$ cat config.mk
export PLATFORM = sky130hd
export DESIGN_NAME = i2c_bus_arbiter
export DESIGN_NICKNAME = d
export VERILOG_FILES = /design/src/rtl/i2c_arbiter_pkg.sv /design/src/rtl/rr_pick.sv /design/src/rtl/i2c_bus_arbiter.sv
export SDC_FILE = /design/constraint.sdc
export NUM_CORES = 1
export LEC_CHECK = 0
export BUFFER_PORTS_ARGS = -buffer_cell sky130_fd_sc_hd__buf_2
export CAP_MARGIN = 20
export CORE_AREA = 4 4 78 80
export CTS_CLUSTER_SIZE = 16
export DETAILED_ROUTE_END_ITERATION = 8
export DIE_AREA = 0 0 82 84
export GPL_TIMING_DRIVEN = 1
export SLEW_MARGIN = 0
export SYNTH_ARGS = -nofsm -noshare
export SYNTH_HDL_FRONTEND = slang
export SYNTH_HIERARCHICAL = 1
export SYNTH_SLANG_ARGS = --single-unit
export TNS_END_PERCENT = 30
$ cat constraint.sdc
create_clock -name clock -period 2.8 [get_ports clock]
set_input_delay 0.42 -clock clock [delete_from_list [all_inputs] [get_ports clock]]
set_output_delay 0.42 -clock clock [all_outputs]
set_load 0.05 [all_outputs]
$ cat src/rtl/i2c_arbiter_pkg.sv
// rtl/i2c_arbiter_pkg.sv - shared state encoding, mode constants and width helper for the I2C bus arbiter
package i2c_arbiter_pkg;

  typedef enum logic [1:0] {
    IDLE  = 2'd0,
    GRANT = 2'd1,
    GUARD = 2'd2
  } arb_state_e;

  localparam int MODE_ROUND_ROBIN = 0;
  localparam int MODE_FIXED       = 1;

  function automatic int clog2_min1(input int value);
    int width;
    width = $clog2(value);
    return (width < 1) ? 1 : width;
  endfunction

endpackage

$ cat src/rtl/rr_pick.sv
// rtl/rr_pick.sv - combinational round-robin / fixed-priority winner select over masked requests
module rr_pick
  import i2c_arbiter_pkg::*;
#(
  parameter int REQUEST_COUNT = 4,
  parameter int INDEX_WIDTH   = clog2_min1(REQUEST_COUNT)
) (
  input  logic [REQUEST_COUNT-1:0] request,
  input  logic [REQUEST_COUNT-1:0] mask,
  input  logic [INDEX_WIDTH-1:0]   pointer,
  input  logic                     fixed_mode,
  output logic [REQUEST_COUNT-1:0] winner,
  output logic [INDEX_WIDTH-1:0]   index,
  output logic                     valid
);

  // Fixed mode is simply a search that always starts at slot 0.
  always_comb begin
    int   start;
    int   slot;
    logic found;
    winner = '0;
    index  = '0;
    found  = 1'b0;
    slot   = 0;
    start  = fixed_mode ? 0 : int'(pointer);
    for (int offset = 0; offset < REQUEST_COUNT; offset++) begin
      slot = start + offset;
      if (slot >= REQUEST_COUNT) slot = slot - REQUEST_COUNT;
      if (!found && request[slot] && !mask[slot]) begin
        found        = 1'b1;
        winner[slot] = 1'b1;
        index        = INDEX_WIDTH'(slot);
      end
    end
    valid = found;
  end

endmodule

$ cat src/rtl/i2c_bus_arbiter.sv
// rtl/i2c_bus_arbiter.sv - shared I2C bus arbiter with guard interval, grant watchdog and drive masking
module i2c_bus_arbiter
  import i2c_arbiter_pkg::*;
#(
  parameter int REQUEST_COUNT  = 4,
  parameter int PRIORITY_MODE  = MODE_ROUND_ROBIN,
  parameter int GUARD_CYCLES   = 64,
  parameter int TIMEOUT_CYCLES = 0,
  parameter int INDEX_WIDTH    = clog2_min1(REQUEST_COUNT)
) (
  input  logic                     clock,
  input  logic                     reset_n,
  input  logic [REQUEST_COUNT-1:0] request,
  output logic [REQUEST_COUNT-1:0] grant,
  input  logic [REQUEST_COUNT-1:0] scl_output,
  input  logic [REQUEST_COUNT-1:0] sda_output,
  output logic                     scl_bus_output,
  output logic                     sda_bus_output,
  output logic                     busy,
  output logic                     timeout,
  output logic [INDEX_WIDTH-1:0]   timeout_index
);

  localparam int COUNT_LIMIT = (GUARD_CYCLES > TIMEOUT_CYCLES) ? GUARD_CYCLES : TIMEOUT_CYCLES;
  localparam int COUNT_WIDTH = clog2_min1(COUNT_LIMIT + 1);
  localparam logic [COUNT_WIDTH-1:0] GUARD_LOAD =
    COUNT_WIDTH'((GUARD_CYCLES > 0) ? GUARD_CYCLES - 1 : 0);
  localparam logic [COUNT_WIDTH-1:0] TIMEOUT_LAST =
    COUNT_WIDTH'((TIMEOUT_CYCLES > 0) ? TIMEOUT_CYCLES - 1 : 0);
  localparam logic [INDEX_WIDTH-1:0] LAST_INDEX = INDEX_WIDTH'(REQUEST_COUNT - 1);
  localparam logic FIXED_MODE = (PRIORITY_MODE == MODE_FIXED);

  arb_state_e                 state, state_next;
  logic [REQUEST_COUNT-1:0]   grant_next;
  logic [REQUEST_COUNT-1:0]   lockout, lockout_next;
  logic [INDEX_WIDTH-1:0]     owner, owner_next;
  logic [INDEX_WIDTH-1:0]     pointer, pointer_next;
  logic [INDEX_WIDTH-1:0]     timeout_index_next;
  logic [COUNT_WIDTH-1:0]     count, count_next;
  logic                       timeout_next;

  logic [REQUEST_COUNT-1:0]   pick_winner;
  logic [INDEX_WIDTH-1:0]     pick_index;
  logic                       pick_valid;

  rr_pick #(
    .REQUEST_COUNT(REQUEST_COUNT),
    .INDEX_WIDTH  (INDEX_WIDTH)
  ) u_pick (
    .request   (request),
    .mask      (lockout),
    .pointer   (pointer),
    .fixed_mode(FIXED_MODE),
    .winner    (pick_winner),
    .index     (pick_index),
    .valid     (pick_valid)
  );

  always_ff @(posedge clock or negedge reset_n) begin
    if (!reset_n) begin
      state         <= IDLE;
      grant         <= '0;
      lockout       <= '0;
      owner         <= '0;
      pointer       <= '0;
      count         <= '0;
      timeout       <= 1'b0;
      timeout_index <= '0;
    end else begin
      state         <= state_next;
      grant         <= grant_next;
      lockout       <= lockout_next;
      owner         <= owner_next;
      pointer       <= pointer_next;
      count         <= count_next;
      timeout       <= timeout_next;
      timeout_index <= timeout_index_next;
    end
  end

  always_comb begin
    logic leave;
    state_next         = state;
    grant_next         = grant;
    owner_next         = owner;
    pointer_next       = pointer;
    count_next         = count;
    timeout_next       = 1'b0;
    timeout_index_next = timeout_index;
    // A revoked client is re-armed only by sampling its request low.
    lockout_next       = lockout & request;
    leave              = 1'b0;
    case (state)
      IDLE: begin
        if (pick_valid) begin
          state_next   = GRANT;
          grant_next   = pick_winner;
          owner_next   = pick_index;
          count_next   = '0;
          pointer_next = (pick_index == LAST_INDEX) ? '0 : pick_index + 1'b1;
        end
      end
      GRANT: begin
        if (!request[owner]) begin
          leave = 1'b1;
        end else if (TIMEOUT_CYCLES > 0 && count == TIMEOUT_LAST) begin
          leave                = 1'b1;
          timeout_next         = 1'b1;
          timeout_index_next   = owner;
          lockout_next[owner]  = 1'b1;
        end else if (count != '1) begin
          count_next = count + 1'b1;
        end
        if (leave) begin
          grant_next = '0;
          if (GUARD_CYCLES == 0) begin
            state_next = IDLE;
          end else begin
            state_next = GUARD;
            count_next = GUARD_LOAD;
          end
        end
      end
      GUARD: begin
        if (count == '0) state_next = IDLE;
        else             count_next = count - 1'b1;
      end
      default: state_next = IDLE;
    endcase
  end

  assign busy = (state != IDLE);

  // Non-granted clients are forced to released (1) so they cannot disturb the bus.
  assign scl_bus_output = &(scl_output | ~grant);
  assign sda_bus_output = &(sda_output | ~grant);

endmodule

# Yosys cells after proc, flatten, opt, wreduce, memory -nomap -nowiden
# Cells that the tools add are included.
# word_totals
regBits	21
inputBits	14
# classes
n_lt_le_gt_ge	13
n_mux	66
n_addsub	10
bitwise_logic	7
reduce_logical	29
eq_ne	10
# op_table
operator	n
32-bit by 1-bit greater-or-equal comparator with 1-bit output (second input constant)	4
32-bit by 4-bit < comparator with 1-bit output (second input constant)	4
32-bit two-way mux	4
32-bit by 4-bit greater-or-equal comparator with 1-bit output (second input constant)	3
32-bit by 4-bit subtractor with 32-bit output (second input constant)	3
7-bit two-way mux	5
1-bit two-way mux	27
4-bit two-way mux	6
7-bit case mux with 3 select lines	1
4-bit OR	5
1-bit binary-select mux with 2-bit select	9
2-bit two-way mux	8
1-bit logical AND	11
1-bit demux with 2-bit select	4
2-bit inequality test (second input constant)	4
4-bit case mux with 2 select lines	1
4-bit AND reduction	2
7-bit by 1-bit adder with 7-bit output (second input constant)	1
1-bit logical NOT	7
7-bit logical NOT	1
7-bit inequality test (second input constant)	1
7-bit by 1-bit subtractor with 7-bit output (second input constant)	1
2-bit by 2-bit adder with 3-bit output (second input constant)	2
3-bit inequality test (second input constant)	2
16 further kinds	19

# Depth between registers and ports, before layout
# Gate-level depths: netlist (run 1).
# depth
ltp_word	22
ltp_mapped	10
depth_no_buf	8

# Hierarchy
# The synthesis (run 1) kept the hierarchy.
# modules_own_cells
module	instances	cells_per_inst	seq_area_each_um2	area_each_um2
i2c_bus_arbiter	1	149	525.5	1348.8
rr_pick	1	73	0.0	506.7

# Worst setup path before layout (run 1)
# No wires, ideal clock.
# synth_path
path_type	register to register
from	register pointer[0]
to	register pointer[1]
path_buffers	1
arrival_time_ns	2.238
setup_time_ns	0.125
path_stages_with_launch	10
synth_period_minus_slack_ns	2.363
slack_ns	0.437
required_ns	2.675
path_cell_list	dfrtp_1 buf_6 nor2b_4 mux2i_1 o211ai_1 a211oi_2 nor3_1 a21oi_1 ha_1 mux2_2
# synth_between
elab_chain_cells	22
# synth_lines
item	line_no	text
from (decl)	i2c_bus_arbiter.sv:37	logic [INDEX_WIDTH-1:0] pointer, pointer_next;
from (signal assigned)	i2c_bus_arbiter.sv:74	pointer <= pointer_next;
parallel branches: the longest is 19 deep, another holds 32-bit by 4-bit subtractor with 32-bit output	n/a	
2-bit two-way mux *	rr_pick.sv:30	if (!found && request[slot] && !mask[slot]) begin
named net pick_index[0]	i2c_bus_arbiter.sv:43	logic [INDEX_WIDTH-1:0] pick_index;
2-bit by 1-bit adder with 2-bit output or 2-bit equality test (tied branches)	i2c_bus_arbiter.sv:100	pointer_next = (pick_index == LAST_INDEX) ? '0 : pick_index + 1'b1;
2-bit two-way mux *	i2c_bus_arbiter.sv:100	
# Mark *: on every way through the listed nets, which the timed path passes. The select of a mux whose other input is x is not followed.
# A chain may end at the register's enable or synchronous reset.

# Worst setup path after layout (run 1)
# Ends and elaborated chain as after synthesis.

==> results of run 1 <==
[sequential cells by signal, indices dropped and copies added (netlist names)]
| signal | flops |
|---|---|
| pointer | 2 |
| count | 7 |
| grant | 4 |
| owner | 2 |
| state | 2 |
| lockout | 4 |
[worst reg2reg max path: cells and delay by family, from the launching register on]
family,cells,cell delay [ps]
AND/OR/NAND/NOR,2,310
adder cells (fa/ha/maj),1,280
flip-flops,1,450
AO/OA/AOI/OAI,3,740
multiplexers,2,770
[per-layer routing]
layer	share of wire, %	wire (um)	global-route usage (%)
met1	47	2070	18.1
met2	47	2050	21.3
met3	4.8	208	2.59
met4	1.1	48	3.17
met5	0	0	0
[logic make-up after synthesis]
group	count (synthesis)	share of synthesized area, %
AND/OR/NAND/NOR	85	23.7
flip-flops	21	28.3
other	1	0.202
multiplexers	8	6.20
adder cells (fa/ha/maj)	8	5.39
XOR/XNOR	4	1.89
buffers and inverters	28	6.88
AO/OA/AOI/OAI	67	27.4
[through the flow]
step                hold slack (ps)  cell area (um^2)  worst slack, ps  util (%)  total power, uW
finish                          103              2100              154      38.8             2210
global route                    131              2100             9.80      38.8             2430
CTS                             117              2100              189      38.8             2230
detailed placement              411              2050              119      37.9             2020
global placement                410              2050              146      37.9             2010
floorplan                       124              1870              437         -             1680
[worst max-delay path by stage]
stage / end / slack (ps) / cells after the start
global placement: pointer[1] / 150 / 9
floorplan: pointer[1] / 440 / 9
CTS: pointer[1] / 190 / 8
detailed placement: pointer[1] / 120 / 9
finish: pointer[1] / 150 / 8
global route: pointer[1] / 10 / 8
[power by group through the flow]
| stage | registers (uW) | logic (uW) | clock network, uW |
|---|---|---|---|
| finish | 506 | 1510 | 201 |
| global route | 526 | 1670 | 227 |
| CTS | 508 | 1510 | 215 |
| detailed placement | 514 | 1500 | 0 |
| global placement | 512 | 1500 | 0 |
| floorplan | 555 | 1130 | 0 |
[cell type report]
cell class | instances | area, um^2
Timing Repair Buffer | 27 | 153
Sequential cell | 21 | 526
Clock inverter | 1 | 5.00
Fill cell | 576 | 3310
Inverter | 17 | 63.8
Tap cell | 72 | 90.1
Clock buffer | 3 | 41.3
Multi-Input combinational cell | 177 | 1220
[Yosys cell counts (2+ instances only)]
library cell,count,share of area [%]
nand2_1,27,5.5
nor3_1,4,1.1
o22ai_1,5,1.7
xor2_1,2,0.94
nor2b_1,7,2.4
o21ai_0,18,4.9
ha_1,8,5.4
nand3_1,5,1.3
nor2_1,16,3.2
clkbuf_1,3,0.61
mux2_2,4,2.4
inv_1,16,3.2
dfrtp_1,21,28
o211ai_1,2,0.81
buf_2,3,0.81
xnor2_1,2,0.94
buf_4,3,1.2
nand2b_1,6,2.0
nand2_2,2,0.67
mux4_2,2,2.4
and2_1,4,1.3
o221ai_1,3,1.4
o21ai_2,5,2.4
and3_1,3,1.0
a21oi_1,12,3.2
a22oi_1,2,0.81
nand4_1,3,1.0
==> metrics.yaml, run 1 <==
timing:
  skew_ps: 1.26
  setup_viol: 0
  slew_violations: 0
  setup_tns_ps: 0
  post-route-min-period_ps: 2650
  relSlewSlack_pct: 60.8
  rsz0062_at_grt: "no"
  fmax_mhz: 378
  period_share_pct: 94.5
  final_hold_viol_count: 0
  tightest_slew_ps: 586
worst_setup_path:
  crit_path_max_fanout: 6
  setup.worst_path.end_class: "flip-flop"
  worst_r2r_endpoint: "pointer[1]"
  reg2reg_depth: 8
  cp.arrival_ps: 2800
  crit_slowest_cell: "mux2i_1"
  worstSetupStartpointType: "flip-flop"
  path_delay_family: "multiplexers"
  crit_type: "reg2reg"
  reg2reg_from: "pointer[0]"
  crit_start: "pointer[0]"
  cpPeakStageDelay_ps: 510
  crit_buf_inv: 0
  rrSetupSlack_ps: 150
  required_ps: 2950
  crit_path_cell_trace: "nor2b_4 -> mux2i_1 -> o211ai_1 -> a211oi_2 -> nor3_1 -> a21oi_1 -> ha_1 -> mux2_2"
clocking:
  clockRootBuffer: "clkbuf_8"
  cts_sinks: 21
  h-tree-depth: 1
  post-cts-setup-buffers: 0
  cts_resized: 0
  clk_latency_ps: 260
  clockBufferDepth: 2
  hold_buffers: 0
  cts_made_buffers: 3
  cts.clk_slew.worst_paths_ps: 80
  cts_tree: "done"
placed_design:
  hpwlAfterDp_um: 3330
  portBuffers: 20
  dpl.cell_count: 314
  gp_congestion: 0.950
floorplanning:
  die_height_um: 84
  core_area_mm2: 0.00541
  start_util_pct: 34.3
  die_w_um: 82
  ioPinCount: 24
  rows: 27
  die_area_mm2: 0.00689
global_routing:
  antenna_found_initial: 0
  grt_pass1_vias: 1581
  grt_max_degree: 22
  overflow: 0
  grt_pass1_wl_um: 7400
  grt.total_usage_pct: 13.3
synthesis:
  syn_avg_cell_area_um2: 8.36
  ys_seq_elements: 21
  ys_seq_area_share_pct: 28.3
  synth-main-ff-cell: "dfrtp_1"
  syn_area_mm2: 0.00186
  synthArstFlopShare_pct: 100
  syn_inst: 222
  synth_cell_type_count: 61
  ys_warn_count: 6
  synth-edff-count: 0
pwr:
  p_clk_share_pct: 9.1
  p_leak_uw: 0.000883
  p_seq_share_pct: 22.9
  p_per_area_mw_per_mm2: 1060
  switching_power_uw: 1140
  p_int_uw: 1080
  ir_worst_vdd_mv: 0.511
  switching_share_pct: 51.4
  pwr-share-comb_pct: 68.0
route:
  vias_per_cell: 5.24
  drt-total-wl_um: 4370
  detail_route.wl_per_cell_um: 13.7
  drtPass1Iterations: 4
  ant_nets: 0
  first_iter_violations: 69
  vias: 1667
  drc: 0
run_status:
  outcome: "finished clean"
layout:
  fin_nets: 269
  antennaDiodeCount: 0
  area_growth_pct: 12.9
  drive_gt1_share_pct: 22.8
  fin_cells: 318
  layout_common_cells: "nand2_1, dfrtp_1, buf_2"
  final_common_cell: "nand2_1"
hold_path:
  min-delay-path-class: "in2async"
flow_run:
  max_cap_viol_count: 0
Power figures use the tool's default switching activity.
==> run 2: changes to the inputs <==
Settings changed: HOLD_SLACK_MARGIN from default to 0.12.
Clock period 2.8 ns to 3 ns, I/O delays scaled along.
==> metrics.yaml, run 2 (synthesis results as in run 1) <==
clocking:
  clockBufferDepth: 2  # unchanged
  hold_buffers: 0  # unchanged
  cts_sinks: 21  # unchanged
  cts_tree: "done"
  clk_latency_ps: 260  # about the same
  post-cts-setup-buffers: 0  # unchanged
  h-tree-depth: 1  # unchanged
  clockRootBuffer: "clkbuf_8"
  cts.clk_slew.worst_paths_ps: 80  # about the same
  cts_resized: 0  # unchanged
  cts_made_buffers: 3  # unchanged
route:
  drtPass1Iterations: 4  # unchanged
  vias_per_cell: 5.25  # +0.20%
  drt-total-wl_um: 4290  # -1.8%
  detail_route.wl_per_cell_um: 13.7  # -0.26%
  top_layer: "met4"
  wl_met2_um: 1820  # -11%
  ant_nets: 0  # unchanged
  wl_met3_um: 261  # +25%
  vias: 1644  # -1.4%
  first_iter_violations: 136  # +97%
  drc: 0  # unchanged
  wl_met1_um: 2120  # +2.5%
pwr:
  p_per_area_mw_per_mm2: 990  # -6.2%
  p_leak_uw: 0.000853  # -3.4%
  ir_worst_vdd_mv: 0.403  # -21%
hold_path:
  min-delay-path-class: "in2async"
placed_design:
  portBuffers: 20  # unchanged
  pre_cts_ws_ps: 242  # +123 ps
  hpwlAfterDp_um: 3220  # -3.3%
  dpl_cell_area_mm2: 0.00201  # -1.8%
  gp_congestion: 0.954  # +0.37%
timing:
  setup_ws_ps: 204  # +49.9 ps
  whs_ps: 137  # +33.9 ps
  final_hold_viol_count: 0  # unchanged
  setup_viol: 0  # unchanged
  rsz0062_at_grt: "no"
  period_share_pct: 93.2  # -1.3 points
  relSlewSlack_pct: 67.7  # +6.9 points
  post-route-min-period_ps: 2800  # +150 ps
  slew_violations: 0  # unchanged
  skew_ps: 1.94  # +0.684 ps
  setup_tns_ps: 0  # unchanged
  fmax_mhz: 358  # -5.4%
  tightest_slew_ps: 471  # -115 ps
floorplanning:
  die_height_um: 84  # unchanged
  start_util_pct: 34.3  # unchanged
  die_w_um: 82  # unchanged
  die_area_mm2: 0.00689  # unchanged
  core_area_mm2: 0.00541  # unchanged
  rows: 27  # unchanged
  ioPinCount: 24  # unchanged
flow_run:
  max_cap_viol_count: 0  # unchanged
layout:
  multiInputGateArea_mm2: 0.00122  # unchanged
  fin_nets: 264  # -1.9%
  stdcell_area_mm2: 0.00206  # -1.7%
  antennaDiodeCount: 0  # unchanged
  largest_reg_flops: 7  # unchanged
  drive_gt1_share_pct: 21.2  # -1.6 points
  utilization_pct: 38.1  # -0.65 points
  largest_registers: "count: 7 flops, grant: 4 flops, lockout: 4 flops"
  final_common_cell: "nand2_1"
  area_growth_pct: 11.1
  seq_area_um2: 526  # unchanged
  layout_common_cells: "nand2_1, dfrtp_1, buf_2"
  n_fill_cell: 574  # -0.35%
  regMostFlops: "count"
worst_setup_path:
  crit_path_max_fanout: 13  # +7
  worstSetupStartpointType: "flip-flop"
  setup.worst_path.end_class: "flip-flop"
  crit_start: "pointer[0]"
  reg2reg_from: "pointer[0]"
  required_ps: 3160  # +210 ps
  cp.arrival_ps: 2950  # +150 ps
  crit_type: "reg2reg"
  worst_r2r_endpoint: "pointer[1]"
  reg2reg_depth: 8  # unchanged
  rrSetupSlack_ps: 200  # +50 ps
global_routing:
  antenna_found_initial: 0  # unchanged
  grt_pass1_wl_um: 7260  # -1.9%
  grt.total_usage_pct: 13.2  # -0.14 points
  grt_max_degree: 22  # unchanged
  overflow: 0  # unchanged
  grt_pass1_vias: 1504  # -4.9%
run_status:
  outcome: "finished clean"
run 2: cell count changes in the layout (fill, tap and decap cells not counted), sizes merged:
cell / previous run / this run
buf: 27 / 22
clkinv: 2 / 1
clkinvlp: 0 / 1
run 2: worst max path at each step:
stage	to	cells after the start	slack (ps)
after floorplan	pointer[1]	8	610
after detailed placement	pointer[1]	9	240
after global routing	pointer[1]	8	20
after CTS	pointer[1]	8	270
final	pointer[1]	8	200
after global placement	pointer[1]	9	320
run 2: cell type report:
type / instances / share of cell area [%]
multi-input combinational: 177 / 59.1
sequential: 21 / 25.5
timing repair buffer: 22 / 5.59
tap: 72 / 4.37
inverter: 17 / 3.10
clock buffer: 3 / 2.00
clock inverter: 1 / 0.364
run 2: power by group:
part           switching (uW)  internal, uW
registers                 108           373
logic                     848           514
clock network             103          93.9
run 2: layer usage:
metal	vias to the layer above	GRT usage [%]
li1	820	-
met1	752	19.2
met4	0	5.14
met3	8	1.94
met2	64	19.1
met5	-	0
run 2: worst max-delay path: stages, from the launching register on:
cell,delay (ps)
dfrtp_1,430
nor2b_4,350
mux2i_1,490
o211ai_1,190
a211oi_2,350
nor3_1,90
a21oi_1,250
ha_1,280
mux2_2,250
run 2: stage by stage:
stage,total power (uW),cells
detailed placement,1850,309
global placement,1840,309
floorplan,1570,226
global route,2230,313
CTS,2050,313
finish,2040,313
==> run 3: changes to the inputs <==
Settings changed: PLACE_DENSITY from default to 0.59.
Clock period 3 ns to 2.9 ns, I/O delays scaled along.
==> metrics.yaml, run 3 (synthesis results as in run 1) <==
run_status:
  outcome: "finished clean"
worst_setup_path:
  path_delay_family: "compound AO/OA/AOI/OAI gates"
  cp.arrival_ps: 2770  # -180 ps
  cpPeakStageDelay_ps: 480  # about the same
  reg2reg_depth: 8  # unchanged
  worst_r2r_endpoint: "pointer[1]"
  rrSetupSlack_ps: 280  # +80 ps
  crit_slowest_cell: "mux2i_1"
  required_ps: 3050  # -110 ps
  crit_type: "reg2reg"
  crit_buf_inv: 0  # unchanged
  crit_path_cell_trace: "nor2b_4 -> mux2i_1 -> o211ai_1 -> a211oi_2 -> nor3_1 -> a21oi_1 -> ha_1 -> mux2_2"
  setup.worst_path.end_class: "flip-flop"
  worstSetupStartpointType: "flip-flop"
  crit_path_max_fanout: 13  # unchanged
  reg2reg_from: "pointer[0]"
clocking:
  clockBufferDepth: 2  # unchanged
  h-tree-depth: 1  # unchanged
  cts_made_buffers: 3  # unchanged
  clk_latency_ps: 260  # about the same
  cts_sinks: 21  # unchanged
  cts_tree: "done"
  cts_resized: 0  # unchanged
  clockRootBuffer: "clkbuf_8"
  post-cts-setup-buffers: 0  # unchanged
  hold_buffers: 0  # unchanged
  cts.clk_slew.worst_paths_ps: 90  # about the same
route:
  drc: 0  # unchanged
  ant_nets: 0  # unchanged
  drt-total-wl_um: 4190  # -2.4%
  drtPass1Iterations: 4  # unchanged
  detail_route.wl_per_cell_um: 13.3  # -2.7%
  first_iter_violations: 116  # -15%
  vias_per_cell: 5.31  # +1.1%
  vias: 1668  # +1.5%
timing:
  period_share_pct: 90.3  # -2.9 points
  setup_ws_ps: 282  # +77.9 ps
  setup_tns_ps: 0  # unchanged
  whs_ps: 122  # -14.7 ps
  relSlewSlack_pct: 64.5  # -3.2 points
  fmax_mhz: 382  # +6.8%
  setup_viol: 0  # unchanged
  final_hold_viol_count: 0  # unchanged
  tightest_slew_ps: 529  # +58.1 ps
  rsz0062_at_grt: "no"
  slew_violations: 0  # unchanged
  skew_ps: 4.99  # +3.05 ps
  post-route-min-period_ps: 2620  # -178 ps
layout:
  regMostFlops: "count"
  largest_reg_flops: 7  # unchanged
  antennaDiodeCount: 0  # unchanged
  area_growth_pct: 11.3
  n_fill_cell: 575  # +0.17%
  largest_registers: "count: 7 flops, grant: 4 flops, lockout: 4 flops"
  drive_gt1_share_pct: 21.5  # +0.33 points
  fin_nets: 265  # +0.38%
  final_common_cell: "nand2_1"
  layout_common_cells: "nand2_1, dfrtp_1, buf_2"
pwr:
  p_per_area_mw_per_mm2: 1020  # +3.1%
  ir_worst_vdd_mv: 0.473  # +17%
  p_leak_uw: 0.000862  # +1.1%
global_routing:
  grt_pass1_vias: 1475  # -1.9%
  antenna_found_initial: 0  # unchanged
  overflow: 0  # unchanged
  grt.total_usage_pct: 12.6  # -0.59 points
  grt_pass1_wl_um: 7020  # -3.2%
  grt_max_degree: 22  # unchanged
floorplanning:
  rows: 27  # unchanged
  die_height_um: 84  # unchanged
  ioPinCount: 24  # unchanged
  start_util_pct: 34.3  # unchanged
  die_w_um: 82  # unchanged
  die_area_mm2: 0.00689  # unchanged
  core_area_mm2: 0.00541  # unchanged
placed_design:
  portBuffers: 20  # unchanged
  gp_congestion: 0.937  # -1.8%
  hpwlAfterDp_um: 3190  # -0.83%
  pre_cts_ws_ps: 219  # -22.4 ps
hold_path:
  min-delay-path-class: "in2async"
flow_run:
  max_cap_viol_count: 0  # unchanged
run 3: metal layers:
metal  track usage (%)  up-vias  part of all wire [%]
met5                 0        -                     0
met4              2.72        0                  0.76
met3              2.38        2                   8.9
met2              19.0       70                    45
met1              18.4      762                    45
li1                  -      834                     -
run 3: layout make-up:
class | count | area (um^2) | share of cell area (%)
repair buffers | 23 | 123 | 5.94
multi-input cells | 177 | 1220 | 58.9
clock inverters | 1 | 5.00 | 0.242
inverters | 17 | 63.8 | 3.09
clock buffers | 3 | 41.3 | 2.00
well taps | 72 | 90.1 | 4.36
flip-flops and latches | 21 | 526 | 25.4
run 3: worst register-to-register path: cells and delay by family, from the launching register on:
family / cells / cell delay (ps)
and+or+nand+nor: 2 / 420
AOI/OAI and AO/OA: 3 / 750
adders and majority gates: 1 / 260
DFF: 1 / 350
muxes: 2 / 730
run 3: worst max-delay path by stage:
| stage | slack, ps | start | cells past startpoint | endpoint |
|---|---|---|---|---|
| final | 280 | pointer[0] | 8 | pointer[1] |
| after detailed placement | 220 | request[3] | 9 | pointer[1] |
| after global placement | 220 | request[3] | 9 | pointer[1] |
| after CTS | 280 | pointer[0] | 8 | pointer[1] |
| after floorplan | 530 | request[3] | 8 | pointer[1] |
| after global routing | 3 | pointer[0] | 8 | pointer[1] |
run 3: where the power goes:
part           switching (uW)  internal [uW]
Combinational             890            536
Clock                     104           95.7
Sequential               94.8            386
run 3: metrics by stage:
step | utilization (%) | area [um^2] | std cells | total power (uW)
6_report | 38.2 | 2070 | 314 | 2110
2_1_floorplan | - | 1870 | 226 | 1630
4_1_cts | 38.2 | 2070 | 314 | 2130
3_3_place_gp | 37.4 | 2020 | 310 | 1910
3_5_place_dp | 37.4 | 2020 | 310 | 1920
5_1_grt | 38.2 | 2070 | 314 | 2300
